**src/rtl/systolic_pkg.sv**
```systemverilog
// Shared types and helpers for the systolic mesh result path.
//   collector_state_t : result collector FSM states
//   idx_w(n)          : index width for an n-entry dimension, never below 1 bit
package systolic_pkg;

    typedef enum logic [1:0] {
        COL_IDLE    = 2'd0,
        COL_COLLECT = 2'd1,
        COL_STREAM  = 2'd2
    } collector_state_t;

    function automatic int unsigned idx_w(input int unsigned n);
        return (n <= 2) ? 1 : $clog2(n);
    endfunction

endpackage

```
**src/rtl/result_buffer.sv**
```systemverilog
// NxN result register file.
//   clk_i       : clock
//   wr_en_i     : per-row write enable (N row write ports)
//   wr_col_i    : column address shared by all row write ports
//   wr_data_i   : N words packed, row r at [r*DATA_WIDTH +: DATA_WIDTH]
//   rd_row_i    : read row address
//   rd_col_i    : read column address
//   rd_data_o   : combinational read data
// Contents are not reset; the collector always fills every entry before reading.
module result_buffer
    import systolic_pkg::*;
#(
    parameter int unsigned N          = 2,
    parameter int unsigned DATA_WIDTH = 32,
    localparam int unsigned IW        = idx_w(N)
) (
    input  logic                    clk_i,
    input  logic [N-1:0]            wr_en_i,
    input  logic [IW-1:0]           wr_col_i,
    input  logic [N*DATA_WIDTH-1:0] wr_data_i,
    input  logic [IW-1:0]           rd_row_i,
    input  logic [IW-1:0]           rd_col_i,
    output logic [DATA_WIDTH-1:0]   rd_data_o
);

    logic [DATA_WIDTH-1:0] mem_q [N][N];

    always_ff @(posedge clk_i) begin
        for (int r = 0; r < N; r++) begin
            if (wr_en_i[r]) begin
                mem_q[r][wr_col_i] <= wr_data_i[r*DATA_WIDTH +: DATA_WIDTH];
            end
        end
    end

    assign rd_data_o = mem_q[rd_row_i][rd_col_i];

endmodule

```
**src/rtl/mesh_result_collector.sv**
```systemverilog
// Collects accumulator results drained column by column from the mesh east edge into an
// NxN buffer, then streams the matrix row-major over valid/ready. One matrix per start.
//   clk_i, rst_i   : clock, asynchronous active-high reset
//   start_i        : arm pulse, honoured only when idle
//   east_i         : one word per mesh row, row r at [r*DATA_WIDTH +: DATA_WIDTH]
//   east_valid_i   : per-row valid for east_i
//   out_data_o     : streamed result word, with its out_row_o / out_col_o indices
//   out_valid_o    : result word valid; out_ready_i : consumer ready
//   out_last_o     : marks element [N-1][N-1]
//   busy_o         : collecting or streaming
//   done_o         : one-cycle pulse after the final handshake
//   overflow_o     : sticky, a row delivered twice within one column
module mesh_result_collector
    import systolic_pkg::*;
#(
    parameter int unsigned N          = 2,
    parameter int unsigned DATA_WIDTH = 32,
    localparam int unsigned IW        = idx_w(N)
) (
    input  logic                    clk_i,
    input  logic                    rst_i,
    input  logic                    start_i,
    input  logic [N*DATA_WIDTH-1:0] east_i,
    input  logic [N-1:0]            east_valid_i,
    output logic [DATA_WIDTH-1:0]   out_data_o,
    output logic [IW-1:0]           out_row_o,
    output logic [IW-1:0]           out_col_o,
    output logic                    out_valid_o,
    input  logic                    out_ready_i,
    output logic                    out_last_o,
    output logic                    busy_o,
    output logic                    done_o,
    output logic                    overflow_o
);

    localparam logic [IW-1:0] MaxIdx = IW'(N - 1);
    localparam logic [IW-1:0] One    = IW'(1);

    collector_state_t state_q, state_d;
    logic [N-1:0]     got_q, got_d, wr_en;
    logic [IW-1:0]    col_ptr_q, col_ptr_d, wr_col;
    logic [IW-1:0]    rd_row_q, rd_row_d, rd_col_q, rd_col_d;
    logic [DATA_WIDTH-1:0] rd_data;
    logic [DATA_WIDTH-1:0] out_data_q, out_data_d;
    logic [IW-1:0]    out_row_q, out_row_d, out_col_q, out_col_d;
    logic             out_valid_q, out_valid_d, out_last_q, out_last_d;
    logic             done_q, done_d, overflow_q, overflow_d;
    logic             complete, handshake;

    result_buffer #(
        .N          (N),
        .DATA_WIDTH (DATA_WIDTH)
    ) u_buf (
        .clk_i     (clk_i),
        .wr_en_i   (wr_en),
        .wr_col_i  (wr_col),
        .wr_data_i (east_i),
        .rd_row_i  (rd_row_q),
        .rd_col_i  (rd_col_q),
        .rd_data_o (rd_data)
    );

    assign complete  = &got_q;
    assign handshake = out_valid_q & out_ready_i;

    always_comb begin
        state_d     = state_q;
        got_d       = got_q;
        col_ptr_d   = col_ptr_q;
        rd_row_d    = rd_row_q;
        rd_col_d    = rd_col_q;
        out_data_d  = out_data_q;
        out_row_d   = out_row_q;
        out_col_d   = out_col_q;
        out_valid_d = out_valid_q;
        out_last_d  = out_last_q;
        overflow_d  = overflow_q;
        done_d      = 1'b0;
        wr_en       = '0;
        wr_col      = col_ptr_q;

        unique case (state_q)
            COL_IDLE: begin
                if (start_i) begin
                    state_d    = COL_COLLECT;
                    got_d      = '0;
                    col_ptr_d  = '0;
                    rd_row_d   = '0;
                    rd_col_d   = '0;
                    overflow_d = 1'b0;
                end
            end
            COL_COLLECT: begin
                if (complete) begin
                    // Completion cycle: got[] is being cleared, so arrivals belong to the
                    // next column and can never be duplicates.
                    wr_col = col_ptr_q + One;
                    if (col_ptr_q == MaxIdx) begin
                        state_d   = COL_STREAM;
                        got_d     = '0;
                        col_ptr_d = '0;
                    end else begin
                        wr_en     = east_valid_i;
                        got_d     = east_valid_i;
                        col_ptr_d = col_ptr_q + One;
                    end
                end else begin
                    wr_en = east_valid_i & ~got_q;
                    got_d = got_q | east_valid_i;
                    if (|(east_valid_i & got_q)) begin
                        overflow_d = 1'b1;
                    end
                end
            end
            COL_STREAM: begin
                if (handshake && out_last_q) begin
                    state_d     = COL_IDLE;
                    out_valid_d = 1'b0;
                    out_last_d  = 1'b0;
                    out_data_d  = '0;
                    out_row_d   = '0;
                    out_col_d   = '0;
                    done_d      = 1'b1;
                end else if (!out_valid_q || handshake) begin
                    // Output slot empty (first word) or being drained: load next element.
                    out_valid_d = 1'b1;
                    out_data_d  = rd_data;
                    out_row_d   = rd_row_q;
                    out_col_d   = rd_col_q;
                    out_last_d  = (rd_row_q == MaxIdx) && (rd_col_q == MaxIdx);
                    if (rd_col_q == MaxIdx) begin
                        rd_col_d = '0;
                        rd_row_d = rd_row_q + One;
                    end else begin
                        rd_col_d = rd_col_q + One;
                    end
                end
            end
            default: state_d = COL_IDLE;
        endcase
    end

    always_ff @(posedge clk_i or posedge rst_i) begin
        if (rst_i) begin
            state_q     <= COL_IDLE;
            got_q       <= '0;
            col_ptr_q   <= '0;
            rd_row_q    <= '0;
            rd_col_q    <= '0;
            out_data_q  <= '0;
            out_row_q   <= '0;
            out_col_q   <= '0;
            out_valid_q <= 1'b0;
            out_last_q  <= 1'b0;
            done_q      <= 1'b0;
            overflow_q  <= 1'b0;
        end else begin
            state_q     <= state_d;
            got_q       <= got_d;
            col_ptr_q   <= col_ptr_d;
            rd_row_q    <= rd_row_d;
            rd_col_q    <= rd_col_d;
            out_data_q  <= out_data_d;
            out_row_q   <= out_row_d;
            out_col_q   <= out_col_d;
            out_valid_q <= out_valid_d;
            out_last_q  <= out_last_d;
            done_q      <= done_d;
            overflow_q  <= overflow_d;
        end
    end

    assign out_data_o  = out_data_q;
    assign out_row_o   = out_row_q;
    assign out_col_o   = out_col_q;
    assign out_valid_o = out_valid_q;
    assign out_last_o  = out_last_q;
    assign done_o      = done_q;
    assign overflow_o  = overflow_q;
    assign busy_o      = (state_q != COL_IDLE);

endmodule

```
**config.mk**
```make
export PLATFORM = sky130hd
export DESIGN_NAME = mesh_result_collector
export DESIGN_NICKNAME = d
export VERILOG_FILES = /design/src/rtl/systolic_pkg.sv /design/src/rtl/result_buffer.sv /design/src/rtl/mesh_result_collector.sv
export SDC_FILE = /design/constraint.sdc
export NUM_CORES = 1
export LEC_CHECK = 0
export ABC_AREA = 1
export CORE_MARGIN = 2
export CORE_UTILIZATION = 30
export DETAILED_ROUTE_END_ITERATION = 10
export SLEW_MARGIN = 20
export SYNTH_ARGS = -nofsm -noshare
export SYNTH_HDL_FRONTEND = slang
export SYNTH_SLANG_ARGS = --single-unit
```
**constraint.sdc**
```tcl
create_clock -name clk_i -period 3.1 [get_ports clk_i]
set_clock_uncertainty 0.15 [all_clocks]
set_input_delay 0.62 -clock clk_i [delete_from_list [all_inputs] [get_ports clk_i]]
set_output_delay 0.62 -clock clk_i [all_outputs]
set_load 0.01 [all_outputs]
```
==> results.toml <==
[drt]
vias = 4451
antenna_left = 0
wl_mm = 15.9
wire_per_inst_um = 16.1
drt_first_pass_iters = 4
initialDrtViolationCount = 296
vias_per_cell = 4.52
drc = 0

[worst_hold_path]
min_path_type = "reg2reg"
min_to = "out_data_o[6]"
whs_path_depth = 2
holdCritStartpoint = "out_data_o[6]"

[cells_and_area]
design_area_um2 = 8770
drive_above_1_share = 0.100
diodes = 0
syn2layout_area_growth_pct = 29.2
nNetsFinal = 757

[floorplan]
core_um2 = 22400
die_h_um = 154
dieArea_um2 = 23900
start_util = 0.303
rows = 55
chipWidth_um = 154
ios = 109

[pwr]
p_leak_nw = 3.43
power.density_nw_per_um2 = 890
vdd_drop_max_mv = 0.411

[setup_path]
rrSetupSlack_ps = 1010
r2r-end = "u_buf.mem_q[0][7]"
required_ps = 2330
crit_type = "reg2out"
start_kind = "register"
worst_r2r_path_depth = 8
reg2reg_from = "state_q[1]"
crit_path_start = "state_q[0]"
end_kind = "output pin"
worstPathMaxFanout = 5
arrival_ps = 1640

[global_routing]
grt_pass1_wl_mm = 24.6
grt_pass1_vias = 4397
antenna_found_initial = 0
track_usage = 0.138
overflow = 0
grt_max_degree = 67

[sta]
finalSetupTns_ps = 0
setup_ws_ps = 686
fmax_mhz = 414
min_period_ps = 2410
rsz0062_at_grt = "no"
hold_viol_final = 0
drv_slew = 0
slew_headroom = 0.486
worst_pin_slew_ps = 770
period_share = 0.779
setup_violations = 0

[logic_synthesis]
syn_avg_cell_area_um2 = 11.9
synth.distinct_cells = 22
synth_top_flop_cell = "edfxtp_1"
synthCells = 573
synth_edf_count = 128
netlist.area_leader.share = 0.566
synth_area_leaders = "edfxtp_1 57%, dfrtp_1 17%, nand2_1 12%, nand3_1 7.1%, nand3_2 1.5%"
netlist_area_um2 = 6790
synth_common_cells = "224 x nand2_1, 128 x edfxtp_1, 97 x nand3_1, 45 x dfrtp_1, 16 x inv_1"
ys_seq_elements = 173
synth_top_area_cell = "edfxtp_1"
async_flop_share = 0.260
synth.most_common_cell = "nand2_1"
synth_nets = 643
ys_warn_count = 0
ys_seq_area_frac = 0.732

[cts]
root_buffer = "clkbuf_16"
insertion_delay_ps = 430
postCtsHoldBufs = 0
cts_resized = 0
clk_pin_slew_ps = 70
clockBufferDepth = 2
cts_tree = "yes"
cts-buffers-inserted = 17
postCtsSetupBuffers = 0
ctsHtreeMaxLevel = 4
cts.sinks = 173

[placed_design]
place_congestion = 0.751
dp_slack_ps = 487
hpwl_mm = 10.1
placed_cell_area_um2 = 8180
port_buffers = 108

[job]
cap_violations = 0

[outcome]
outcome = "completed"
-- through the flow --
step	power (mW)	cells	hold WS (ps)	utilization
2_1_floorplan	4.80	573	343	-
3_3_place_gp	5.76	953	312	0.365
3_5_place_dp	5.80	953	314	0.365
4_1_cts	7.91	985	332	0.391
5_1_grt	8.29	985	351	0.391
6_report	7.80	985	327	0.391
-- registers in the layout, indices dropped and copies added (netlist names), 2 cells and up --
name	cells
u_buf.mem_q	128
state_q	2
out_data_o	32
got_q	2
-- worst max-delay path, stage by stage, from the launching register on --
cell and delay, ps:
dfrtp_1 440, nor2_1 200, inv_1 80, clkdlybuf4s50_1 490
-- worst max path at each step --
stage / to / slack (ps)
floorplan: u_buf.mem_q[1][0] / 220
global placement: u_buf.mem_q[1][5] / 510
detailed placement: u_buf.mem_q[1][2] / 490
CTS: busy_o / 660
global route: busy_o / 620
finish: busy_o / 690
-- cell usage in the layout (no fill, tap or decap), types with 3 or more instances in the layout --
| cell | count |
|---|---|
| buf_4 | 15 |
| clkbuf_16 | 19 |
| clkdlybuf4s50_1 | 108 |
| clkinv_4 | 3 |
| dfrtp_1 | 43 |
| edfxtp_1 | 128 |
| inv_1 | 15 |
| inv_2 | 5 |
| nand2_1 | 224 |
| nand3_1 | 97 |
| nand3_2 | 10 |
| nor2_4 | 5 |
| o21ai_0 | 6 |
| o21ai_1 | 3 |
-- routing by layer --
layer / routed length, um / GRT usage / vias to the layer above
met5: 0 / 0 / -
met2: 7650 / 0.221 / 96
met1: 7210 / 0.182 / 2163
met4: 269 / 0.0525 / 0
met3: 758 / 0.0364 / 24
li1: - / - / 2168
-- cells by family (layout without fill, tap and decap cells) --
| group | count (synthesis) | in the layout | share of synthesized area |
|---|---|---|---|
| and+or+nand+nor | 342 | 342 | 0.221 |
| AOI/OAI and AO/OA | 10 | 10 | 0.00737 |
| buffers and inverters | 48 | 175 | 0.0392 |
| DFF | 173 | 173 | 0.732 |
-- layout make-up --
cell class / instances / area, um2
Clock inverter: 11 / 105
Clock buffer: 21 / 483
Fill cell: 2138 / 13700
Sequential cell: 173 / 4970
Timing Repair Buffer: 123 / 1190
Inverter: 20 / 75.1
Tap cell: 285 / 357
Multi-Input combinational cell: 352 / 1580
-- power breakdown --
| group | total (mW) | switching (mW) | internal, mW |
|---|---|---|---|
| Clock | 2.10 | 0.893 | 1.21 |
| Combinational | 2.44 | 1.49 | 0.954 |
| Sequential | 3.26 | 0.241 | 3.02 |
| Total | 7.80 | 2.62 | 5.18 |
(Power assumes the default switching activity.)
